===== src/rtl/router_pkg.sv =====
`default_nettype none
// ============================================================================
// Module      : router_pkg
// Description : Shared constants and state type for the 1x3 router control FSM.
// Revision    : 1.0 - initial release
// ============================================================================
package router_pkg;

   localparam int         NUM_PORTS    = 3;
   localparam logic [1:0] ADDR_INVALID = 2'b11;

   localparam logic [2:0] S_DECODE_ADDRESS     = 3'd0;
   localparam logic [2:0] S_WAIT_TILL_EMPTY    = 3'd1;
   localparam logic [2:0] S_LOAD_FIRST_DATA    = 3'd2;
   localparam logic [2:0] S_LOAD_DATA          = 3'd3;
   localparam logic [2:0] S_FIFO_FULL_STATE    = 3'd4;
   localparam logic [2:0] S_LOAD_AFTER_FULL    = 3'd5;
   localparam logic [2:0] S_LOAD_PARITY        = 3'd6;
   localparam logic [2:0] S_CHECK_PARITY_ERROR = 3'd7;

   typedef enum logic [2:0] {
      DECODE_ADDRESS     = S_DECODE_ADDRESS,
      WAIT_TILL_EMPTY    = S_WAIT_TILL_EMPTY,
      LOAD_FIRST_DATA    = S_LOAD_FIRST_DATA,
      LOAD_DATA          = S_LOAD_DATA,
      FIFO_FULL_STATE    = S_FIFO_FULL_STATE,
      LOAD_AFTER_FULL    = S_LOAD_AFTER_FULL,
      LOAD_PARITY        = S_LOAD_PARITY,
      CHECK_PARITY_ERROR = S_CHECK_PARITY_ERROR
   } state_t;

endpackage : router_pkg
`default_nettype wire


===== src/rtl/router_fsm.sv =====
`default_nettype none
// ============================================================================
// Module      : router_fsm
// Description : Control FSM of the 1x3 packet router; drives the register-stage
//               phase strobes, FIFO write enable and source busy.
// Revision    : 1.0 - initial release
// ============================================================================
module router_fsm
   import router_pkg::*;
(
   input  logic       clock,
   input  logic       resetn,
   input  logic       pkt_valid,
   input  logic [1:0] data_in,
   input  logic       fifo_full,
   input  logic       fifo_empty_0,
   input  logic       fifo_empty_1,
   input  logic       fifo_empty_2,
   input  logic       soft_reset_0,
   input  logic       soft_reset_1,
   input  logic       soft_reset_2,
   input  logic       parity_done,
   input  logic       low_packet_valid,
   output logic       detect_add,
   output logic       lfd_state,
   output logic       ld_state,
   output logic       laf_state,
   output logic       full_state,
   output logic       rst_int_reg,
   output logic       write_enb_reg,
   output logic       busy
);

   state_t     r_state;
   state_t     w_next_state;
   logic [1:0] r_addr;

   // Index 3 (the invalid address) is padded low so it never selects a port.
   logic [3:0] w_fifo_empty;
   logic [3:0] w_soft_reset;
   logic       w_addr_valid;

   assign w_fifo_empty = {1'b0, fifo_empty_2, fifo_empty_1, fifo_empty_0};
   assign w_soft_reset = {1'b0, soft_reset_2, soft_reset_1, soft_reset_0};
   assign w_addr_valid = pkt_valid && (data_in != ADDR_INVALID);

   always_ff @(posedge clock) begin
      if (!resetn) begin
         r_state <= DECODE_ADDRESS;
         r_addr  <= 2'b00;
      end else begin
         r_state <= w_next_state;
         if ((r_state == DECODE_ADDRESS) && w_addr_valid) begin
            r_addr <= data_in;
         end
      end
   end

   always_comb begin
      w_next_state = r_state;
      case (r_state)
         DECODE_ADDRESS: begin
            if (w_addr_valid) begin
               w_next_state = w_fifo_empty[data_in] ? LOAD_FIRST_DATA : WAIT_TILL_EMPTY;
            end
         end
         WAIT_TILL_EMPTY: begin
            if (w_fifo_empty[r_addr]) begin
               w_next_state = LOAD_FIRST_DATA;
            end
         end
         LOAD_FIRST_DATA: w_next_state = LOAD_DATA;
         LOAD_DATA: begin
            // Full takes priority so a simultaneous end-of-packet finishes via LAF.
            if (fifo_full) begin
               w_next_state = FIFO_FULL_STATE;
            end else if (!pkt_valid) begin
               w_next_state = LOAD_PARITY;
            end
         end
         FIFO_FULL_STATE: begin
            if (!fifo_full) begin
               w_next_state = LOAD_AFTER_FULL;
            end
         end
         LOAD_AFTER_FULL: begin
            if (parity_done) begin
               w_next_state = DECODE_ADDRESS;
            end else if (low_packet_valid) begin
               w_next_state = LOAD_PARITY;
            end else begin
               w_next_state = LOAD_DATA;
            end
         end
         LOAD_PARITY: w_next_state = CHECK_PARITY_ERROR;
         CHECK_PARITY_ERROR: begin
            w_next_state = fifo_full ? FIFO_FULL_STATE : DECODE_ADDRESS;
         end
         default: w_next_state = DECODE_ADDRESS;
      endcase

      // A flush of the selected port abandons the packet from any active state.
      if ((r_state != DECODE_ADDRESS) && w_soft_reset[r_addr]) begin
         w_next_state = DECODE_ADDRESS;
      end
   end

   always_comb begin
      detect_add    = (r_state == DECODE_ADDRESS);
      lfd_state     = (r_state == LOAD_FIRST_DATA);
      ld_state      = (r_state == LOAD_DATA);
      laf_state     = (r_state == LOAD_AFTER_FULL);
      full_state    = (r_state == FIFO_FULL_STATE);
      rst_int_reg   = (r_state == CHECK_PARITY_ERROR);
      write_enb_reg = (r_state == LOAD_DATA) || (r_state == LOAD_PARITY) ||
                      (r_state == LOAD_AFTER_FULL);
      busy          = (r_state != DECODE_ADDRESS) && (r_state != LOAD_DATA);
   end

endmodule : router_fsm
`default_nettype wire


===== config.mk =====
export PLATFORM = sky130hd
export DESIGN_NAME = router_fsm
export DESIGN_NICKNAME = d
export VERILOG_FILES = /design/src/rtl/router_pkg.sv /design/src/rtl/router_fsm.sv
export SDC_FILE = /design/constraint.sdc
export NUM_CORES = 1
export LEC_CHECK = 0
export CAP_MARGIN = 20
export CORE_AREA = 2 2 45 47
export DETAILED_ROUTE_END_ITERATION = 7
export DIE_AREA = 0 0 47 49
export PLACE_DENSITY = 0.58
export SETUP_SLACK_MARGIN = 0.02
export SKIP_CTS_REPAIR_TIMING = 1
export SYNTH_ARGS = -nofsm -noshare
export SYNTH_HDL_FRONTEND = slang
export SYNTH_SLANG_ARGS = --single-unit

===== constraint.sdc =====
create_clock -name clock -period 1.23 [get_ports clock]
set_input_delay 0.123 -clock clock [delete_from_list [all_inputs] [get_ports clock]]
set_output_delay 0.123 -clock clock [all_outputs]
set_load 0.05 [all_outputs]

==> metrics <==
status=finished with violations; failing checks=negative setup slack; setup TNS=-1.32 ns; Cell Chain, Critical Path=buf_4, nor3_4, buf_4, nor2_2, buf_6; final hold violation count=0; Critical Path RT=1.11 ns; critical path arrival=1.30 ns; DRC=0; RSZ-0062 raised after global routing=yes; Layout Cells excl Fill=138; Distinct cells, synth=28; share of cells above drive strength 1=0.559; Crit Reg-Reg Startpoint=r_state[2]; final core area utilization=0.607; Layout area overhead=140%; Final #Nets=126; Detailed Route WL=1640 µm; worst skew pair latency=0.24 ns; Critical Path Slowest Stage Cell=dfxtp_2; via/cell ratio=4.70; via count=648; Die X=47 µm; YS warnings=0; MaxCap Viol Count=0; Final HPWL DP=1150 µm; dominant synthesized flop cell=dfxtp_1; Hold Crit Endpoint=r_addr[0]; placed cell areas=937 µm²; initial antenna violation count=0; Die Area=2300 µm²; I/O pins=22; Post-Syn Instances=62; Post-synth EDFFs=0; Synth Area per Inst=7.53 µm²; Die H=49 µm; Tot GR Track Use=0.145; Achievable Freq=0.705 GHz; ANT cells=0; vias in the first global route=620; FP Rows=16; GPL Wtd Cong=0.809; routed length per instance=11.9 µm; initial DRC count=6; final worst slack=-0.189 ns; number of I/O port buffers=21; CTS tree=done; Synth area leaders=dfxtp_1, o221a_2, mux2i_1; relative slew slack=0.724; Top cell by count, worst path=buf_4; P_leak=0.474 nW; WHS Path Cells=2; Placed Cells=127; most common cell in the synthesized netlist=nand2_1; r2r setup slk=-0.09 ns; Async SR Flop Fraction=0; drt pass-1 iters=4; Hold Startpoint=resetn; CP max FO=5; CP Class=reg -> out; Slew @ Worst Pin=0.407 ns; first-pass GRT wire length=2530 µm; total gr overflow=0; synthesized area=467 µm²; Yosys reg bits=5; HP Class=in -> reg; antenna-violating nets left=0; Reg2Reg Depth=6; core outline area=1840 µm²; CP delay by family, top=buffers and inverters; Num CTS Buffers=3; VDD IR max=0.000596 V; initial core utilization=0.253; Root Driver=clkbuf_4; synth cell count leaders=nand2_1, nor2_1, dfxtp_1; worst r2r dst=r_state[0]; skew final=0.00172 ns; CTS sink cnt=5; Period minus WS final=1.42 ns; largest stage delay on the critical path=0.32 ns; final setup fails=13; post-synth top area cell=dfxtp_1; Startpoint Class=register; ratio of final minimum period to clock period=1.15; CTS clk-pin slew, worst paths=0.04 ns; hold_ws=0.563 ns; Worst setup EP type=output pin; post-synthesis sequential area ratio=0.214; fin. max-slew vios=0; CTS H-tree depth=1; pin count of the biggest net entering global routing=11; WP buf/inv=3; Final Instance Area=1120 µm²; syn nets=76; Max Buffers Root-to-Sink=2; Yosys top cell area share=0.214; Power Density=1110 nW/µm²
-- area by class of cell --
type                            instances  area (µm²)
Fill cell                             157         723
Timing Repair Buffer                   48         524
Multi-Input combinational cell         50         404
Sequential cell                         5         113
Tap cell                               27        33.8
Clock buffer                            4        26.3
Inverter                                4        17.5
-- logic make-up after synthesis --
family                 after synthesis  synth area share
flip-flops                           5             0.214
XOR/XNOR                             1            0.0188
buffers and inverters                7            0.0616
multiplexers                         3            0.0643
AND/OR/NAND/NOR                     26             0.284
AO/OA/AOI/OAI                       20             0.357
-- stage by stage --
| step | power, W | worst slack [ns] |
|---|---|---|
| floorplan | 0.000588 | -0.306 |
| detailed placement | 0.000912 | -0.271 |
| global placement | 0.000907 | -0.250 |
| global route | 0.00133 | -0.256 |
| CTS | 0.00111 | -0.329 |
| finish | 0.00124 | -0.189 |
-- worst reg2reg max path, delay by kind of cell, from the launching register on --
family | cells | cell delay (ns)
flip-flops | 1 | 0.32
AND/OR/NAND/NOR | 2 | 0.39
AO/OA/AOI/OAI | 2 | 0.24
buffers and inverters | 2 | 0.30
-- power by group --
group	switching, W	leakage, nW	internal, W
logic	0.000373	0.415	0.000428
clock network	0.0000702	0.0150	0.000123
registers	0.0000527	0.0435	0.000193
total	0.000496	0.474	0.000744
-- layer usage --
metal | share of wire | up-vias | track usage
met5 | 0 | - | 0
li1 | - | 333 | -
met2 | 0.52 | 16 | 0.240
met3 | 0.046 | 0 | 0.0481
met4 | 0 | 0 | 0.0324
met1 | 0.43 | 299 | 0.178
-- worst max-delay path by stage --
stage,cells past startpoint,from,endpoint,slack (ns)
6_report,5,r_state[2],busy,-0.19
5_1_grt,6,r_state[2],write_enb_reg,-0.26
4_1_cts,5,r_state[1],busy,-0.33
3_5_place_dp,5,fifo_empty_2,r_state[2],-0.27
3_3_place_gp,5,pkt_valid,r_state[1],-0.25
2_1_floorplan,4,r_state[1],r_addr[0],-0.31
-- cell usage in the layout, fill, tap and decap left out, types with 2 or more instances in the layout --
cell type,netlist,final
nand2b_1,2,2
o21ai_0,4,3
dfxtp_4,0,3
buf_12,0,7
a21oi_1,3,3
o221a_2,3,3
mux2i_1,3,3
inv_1,4,2
nor2_1,7,3
clkbuf_4,0,3
nand2_1,8,6
nor2_2,0,3
a2bb2oi_1,2,2
buf_6,0,5
clkdlybuf4s50_1,0,13
nand3b_1,2,2
buf_4,0,21
-- registers in the layout, indices dropped and copies added (netlist names) --
name	count
r_state	3
r_addr	2
(Power assumes the default switching activity.)
